===== src/rtl/seven_seg_if.sv =====
// seven_seg_if: load handshake and display pins shared by seven_seg_scan and its driver.
interface seven_seg_if;
    logic [13:0] value;
    logic        load;
    logic        busy;
    logic        overflow;
    logic [7:0]  seg;
    logic [3:0]  an;
    modport master (output value, load, input busy, overflow, seg, an);
    modport slave  (input value, load, output busy, overflow, seg, an);
endinterface


===== src/rtl/seven_seg_scan.sv =====
// seven_seg_scan: double-dabble BCD conversion of a loaded value and 4-digit multiplexed scan.
// Define SEVEN_SEG_LEADING_ZERO_BLANK_EN to blank leading-zero digit positions.
module seven_seg_scan #(
    parameter int REFRESH_CNT = 100000
) (
    input  logic       clk,
    input  logic       rst_n,
    seven_seg_if.slave bus
);
    localparam int CW = REFRESH_CNT > 1 ? $clog2(REFRESH_CNT) : 1;
    localparam logic [CW-1:0] CNT_MAX = CW'(REFRESH_CNT - 1);

    typedef enum logic [1:0] {IDLE, CONV, COMMIT} state_t;
    state_t        state_q, state_d;
    logic [13:0]   bin_q, bin_d;
    logic [15:0]   bcd_q, bcd_d, bcd_adj;
    logic [3:0]    shift_q, shift_d;
    logic          ovf_q, ovf_d;
    logic [15:0]   dig_q, dig_d;
    logic [CW-1:0] cnt_q, cnt_d;
    logic [1:0]    pos_q, pos_d;
    logic [7:0]    seg_q, seg_d;
    logic [3:0]    an_q, an_d;
    logic          blank;

    function automatic logic [7:0] decode(input logic [3:0] d);
        case (d)
            4'd0:    decode = 8'h3F;
            4'd1:    decode = 8'h06;
            4'd2:    decode = 8'h5B;
            4'd3:    decode = 8'h4F;
            4'd4:    decode = 8'h66;
            4'd5:    decode = 8'h6D;
            4'd6:    decode = 8'h7D;
            4'd7:    decode = 8'h07;
            4'd8:    decode = 8'h7F;
            4'd9:    decode = 8'h6F;
            default: decode = 8'h00;
        endcase
    endfunction

    for (genvar i = 0; i < 4; i++) begin : g_adj
        assign bcd_adj[4*i +: 4] = bcd_q[4*i +: 4] >= 4'd5 ? bcd_q[4*i +: 4] + 4'd3 : bcd_q[4*i +: 4];
    end

    always_comb begin
        state_d = state_q;
        bin_d   = bin_q;
        bcd_d   = bcd_q;
        shift_d = shift_q;
        ovf_d   = ovf_q;
        dig_d   = dig_q;
        case (state_q)
            IDLE: if (bus.load) begin
                state_d = CONV;
                ovf_d   = bus.value > 14'd9999;
                bin_d   = ovf_d ? 14'd9999 : bus.value;
                bcd_d   = '0;
                shift_d = '0;
            end
            CONV: begin
                {bcd_d, bin_d} = {bcd_adj, bin_q} << 1;
                shift_d        = shift_q + 4'd1;
                state_d        = shift_q == 4'd13 ? COMMIT : CONV;
            end
            COMMIT: begin
                dig_d   = bcd_q;
                state_d = IDLE;
            end
            default: state_d = IDLE;
        endcase
    end

    // A position is a leading zero when it and every higher digit are zero.
`ifdef SEVEN_SEG_LEADING_ZERO_BLANK_EN
    assign blank = pos_q != 2'd0 && (dig_q >> (4 * pos_q)) == 16'd0;
`else
    assign blank = 1'b0;
`endif

    always_comb begin
        cnt_d = cnt_q == CNT_MAX ? '0 : cnt_q + CW'(1);
        pos_d = cnt_q == CNT_MAX ? pos_q + 2'd1 : pos_q;
        an_d  = blank ? 4'b1111 : ~(4'b0001 << pos_q);
        seg_d = blank ? 8'h00 : decode(dig_q[4*pos_q +: 4]);
    end

    always_ff @(posedge clk or negedge rst_n) begin
        if (!rst_n) begin
            state_q <= IDLE;
            bin_q   <= '0;
            bcd_q   <= '0;
            shift_q <= '0;
            ovf_q   <= 1'b0;
            dig_q   <= '0;
            cnt_q   <= '0;
            pos_q   <= '0;
            seg_q   <= 8'h00;
            an_q    <= 4'b1111;
        end else begin
            state_q <= state_d;
            bin_q   <= bin_d;
            bcd_q   <= bcd_d;
            shift_q <= shift_d;
            ovf_q   <= ovf_d;
            dig_q   <= dig_d;
            cnt_q   <= cnt_d;
            pos_q   <= pos_d;
            seg_q   <= seg_d;
            an_q    <= an_d;
        end
    end

    assign bus.busy     = state_q != IDLE;
    assign bus.overflow = ovf_q;
    assign bus.seg      = seg_q;
    assign bus.an       = an_q;
endmodule


===== src/flat_wrapper.sv =====
// flat-port wrapper written by rule: the top's interface ports become plain ports
module seven_seg_scan_flat 
#(
    parameter int REFRESH_CNT = 100000
)
  (clk, rst_n, bus_value, bus_load, bus_busy, bus_overflow, bus_seg, bus_an);
  seven_seg_if bus_i ();
  input  logic clk;
  input  logic rst_n;
  input wire logic [$bits(bus_i.value)-1:0] bus_value;
  input wire logic [$bits(bus_i.load)-1:0] bus_load;
  output wire logic [$bits(bus_i.busy)-1:0] bus_busy;
  output wire logic [$bits(bus_i.overflow)-1:0] bus_overflow;
  output wire logic [$bits(bus_i.seg)-1:0] bus_seg;
  output wire logic [$bits(bus_i.an)-1:0] bus_an;
  assign bus_i.value = bus_value;
  assign bus_i.load = bus_load;
  assign bus_busy = bus_i.busy;
  assign bus_overflow = bus_i.overflow;
  assign bus_seg = bus_i.seg;
  assign bus_an = bus_i.an;
  seven_seg_scan #(.REFRESH_CNT(REFRESH_CNT)) u_core (.clk(clk), .rst_n(rst_n), .bus(bus_i));
endmodule

===== config.mk =====
export PLATFORM = sky130hd
export DESIGN_NAME = seven_seg_scan_flat
export DESIGN_NICKNAME = d
export VERILOG_FILES = /design/src/rtl/seven_seg_if.sv /design/src/rtl/seven_seg_scan.sv /design/src/flat_wrapper.sv
export SDC_FILE = /design/constraint.sdc
export NUM_CORES = 1
export LEC_CHECK = 0
export BUFFER_PORTS_ARGS = -buffer_cell sky130_fd_sc_hd__buf_4
export CAP_MARGIN = 15
export CORE_MARGIN = 1.5
export CORE_UTILIZATION = 32
export DETAILED_ROUTE_END_ITERATION = 7
export GPL_ROUTABILITY_DRIVEN = 0
export GPL_TIMING_DRIVEN = 0
export PLACE_DENSITY = 0.51
export SLEW_MARGIN = 20
export SYNTH_ARGS = -nofsm -noshare
export SYNTH_HDL_FRONTEND = slang
export SYNTH_SLANG_ARGS = --single-unit

===== constraint.sdc =====
create_clock -name clk -period 4.1 [get_ports clk]
set_input_delay 0.82 -clock clk [delete_from_list [all_inputs] [get_ports clk]]
set_output_delay 0.82 -clock clk [all_outputs]
set_load 0.02 [all_outputs]

==> flow_summary.ini <==
[status]
outcome = finished clean

[global_routing]
overflow = 0
grt_max_degree = 84
grtUsageTotal_pct = 13.9
grt_pass1_wl_um = 14200
grt_pass1_vias = 2843
grt_antenna_before_repair = 0

[floorplan]
fp.dieArea_um2 = 13300
coreArea_um2 = 12200
die_y_um = 115
rows = 40
die_width_um = 115
start_util_pct = 33.3
pin_count = 31

[critical_path]
worstPathCellList = buf_4 -> nor3b_1 -> nor2_1 -> buf_2 -> a22oi_1 -> o21ai_0
worst_setup_path_end_kind = flip-flop
crit_fanout = 10
cp.arrival_ps = 2480
critPathRequiredTime_ps = 4300
worstSetupStartpointType = input pin
critPathBufInv = 2
path_class = in2reg
crit_family = simple AND/OR/NAND/NOR gates
cp_slowest_cell = nor3b_1
cpPeakStageDelay_ps = 710

[finish]
syn2layout_area_growth_pct = 18.3
drive_gt1_share_pct = 20.5
fin_cells = 592
nets = 457
antenna_cells = 0

[logic_synthesis]
syn-num-nets = 417
synth_commonest_cells = dfrtp_1, o21ai_0, a21oi_1, nand2_1, nand3_1
synth_cell_types = 47
yosys-top-cells-area = dfrtp_1, ha_1, mux2_2
yosysTopAreaCell = dfrtp_1
synth-edff-count = 0
yosysWarnings = 0
ys_ff_latch = 83
synth_top_area_share_pct = 48.8
postSynthAreaPerCell_um2 = 10.7
ys_seq_area_share_pct = 51.4
ys.flop_type = dfrtp_1
async_flop_share_pct = 100
yosysMostFrequentCell = dfrtp_1
syn_area_um2 = 4050
synthCells = 379

[power]
comb_power_share_pct = 31.6
power_switching_w = 0.00105
p_clk_share_pct = 27.6
internal_power_w = 0.00203
seq_power_share_pct = 40.8
switching_share_pct = 34.2
irDropWorstVdd_v = 0.000174
powerDensity_nw_per_um2 = 643
p_leak_nw = 2.13
p_total_w = 0.00308

[sta]
grt_setup_unrepaired = no
fin_crit_sh_pct = 55.7
max_slew_margin_pct = 41.3
fmax_mhz = 438
report.final.slew_viol_count = 0
fin_setup_tns_ps = 0
tightestPinTransition_ps = 879
final.setup_skew_ps = 6.33
period_minus_slack_ps = 2280
finalSetupViolations = 0
whs_ps = 478
final_hold_viol_count = 0
fin_ws_ps = 1820

[detailed_routing]
wl_per_cell_um = 14.0
wl_um = 8310
first_pass_iters = 6
via_count = 2861
drc_errors = 0
dr.first_iter.drc_count = 149
vias_per_cell = 4.83
ant_nets = 0

[clocking]
clk_path_buf_depth = 2
holdBufCountCts = 0
cts_buffers = 9
clk_pin_slew_ps = 60
h-tree-depth = 3
clock_sinks = 83
post_cts.repair.setup_buffers = 0
clk_latency_ps = 340
clockRootBuffer = clkbuf_16
cts.repair.resized = 0
cts_tree = done

[job]
cap_violations = 0

[min_path]
hp-class = reg2reg

[placed_design]
place_inst = 576
io_buffers = 29
dp_hpwl_um = 5650
pre_cts_slack_ps = 1450
## layout by cell type (no fill, tap or decap), types with 2 or more instances in the layout
master     count
dfrtp_1       79
or2_2          3
nand3_1       25
buf_1          2
buf_4         29
or3_1          4
nand2_1       26
xnor2_1       15
nor2b_1        3
a21o_1         5
o22ai_1        3
clkbuf_16      9
nor2_1        20
nand4_1        2
nand2b_1       5
mux2_2        20
inv_1         22
ha_1          21
a22oi_1        8
bufinv_16      2
mux4_2         4
o31ai_1        3
o21ai_0       33
dfstp_2        4
xor2_1         7
buf_6          2
a21oi_1       26
buf_2          3
clkbuf_1      10
clkinv_2       4
nor3_1         6
## final timing paths
kind | start | end | slack [ps] | depth (start not counted)
worst max-delay path | bus_load | u_core.bin_q[8] | 1820 | 6
worst min-delay path | u_core.bin_q[11] | u_core.bin_q[12] | 480 | 2
worst max register to register | u_core.state_q[1] | u_core.bin_q[8] | 1950 | 5
worst min register to register | u_core.bin_q[11] | u_core.bin_q[12] | 480 | 2
max in group asynchronous | rst_n | u_core.cnt_q[1] | 3060 | 1
min in group asynchronous | rst_n | u_core.bcd_q[2] | 530 | 1
## power groups by stage
stage	Sequential [W]	Combinational (W)	Clock, W
after floorplan	0.00124	0.000704	0
after global placement	0.00126	0.000951	0
after detailed placement	0.00127	0.000978	0
after CTS	0.00126	0.000983	0.000876
after global routing	0.00129	0.00113	0.000907
final	0.00126	0.000972	0.000849
## cell families (layout without fill, tap and decap cells)
logic type / after synthesis / after routing / synth area share (%)
fa+ha+maj: 21 / 21 / 6.49
other cells: 1 / 1 / 0.0926
buf+inv: 38 / 83 / 3.89
flops: 83 / 83 / 51.4
compound gates: 83 / 83 / 11.7
mux: 24 / 24 / 7.79
simple gates: 107 / 107 / 13.8
xor+xnor: 22 / 22 / 4.76
## worst reg2reg max path, cell delays in order (launching register included)
cell     delay, ps
dfrtp_1        410
nor3b_1        740
nor2_1         300
buf_2          290
a22oi_1        170
o21ai_0        110
## sequential cells by signal, indices dropped and copies added (netlist names)
signal and flops:
u_core.bin_q 14, u_core.bus.overflow 1, u_core.pos_q 2, u_core.cnt_q 17
u_core.dig_q 16, u_core.bus.an 4, u_core.shift_q 4, u_core.bcd_q 16
u_core.state_q 2, u_core.bus.seg 7
## metal layers
metal	GRT usage [%]	routed length [um]
met1	18.8	4120
met2	21.2	3780
met3	2.72	188
met4	7.74	227
met5	0	0
## final cells by class
| type | instances | area [um2] |
|---|---|---|
| buffer | 16 | 75.1 |
| timing repair buffer | 29 | 221 |
| multi-input combinational | 258 | 1810 |
| tap | 168 | 210 |
| fill | 1187 | 7370 |
| sequential | 83 | 2080 |
| clock inverter | 6 | 80.1 |
| clock buffer | 10 | 229 |
| inverter | 22 | 82.6 |
## stage by stage
step	util [%]	cell area, um2
3_3_place_gp	36.8	4480
5_1_grt	39.4	4790
2_1_floorplan	-	4050
4_1_cts	39.3	4780
6_report	39.4	4790
3_5_place_dp	36.8	4480
Power figures use the tool's default switching activity.
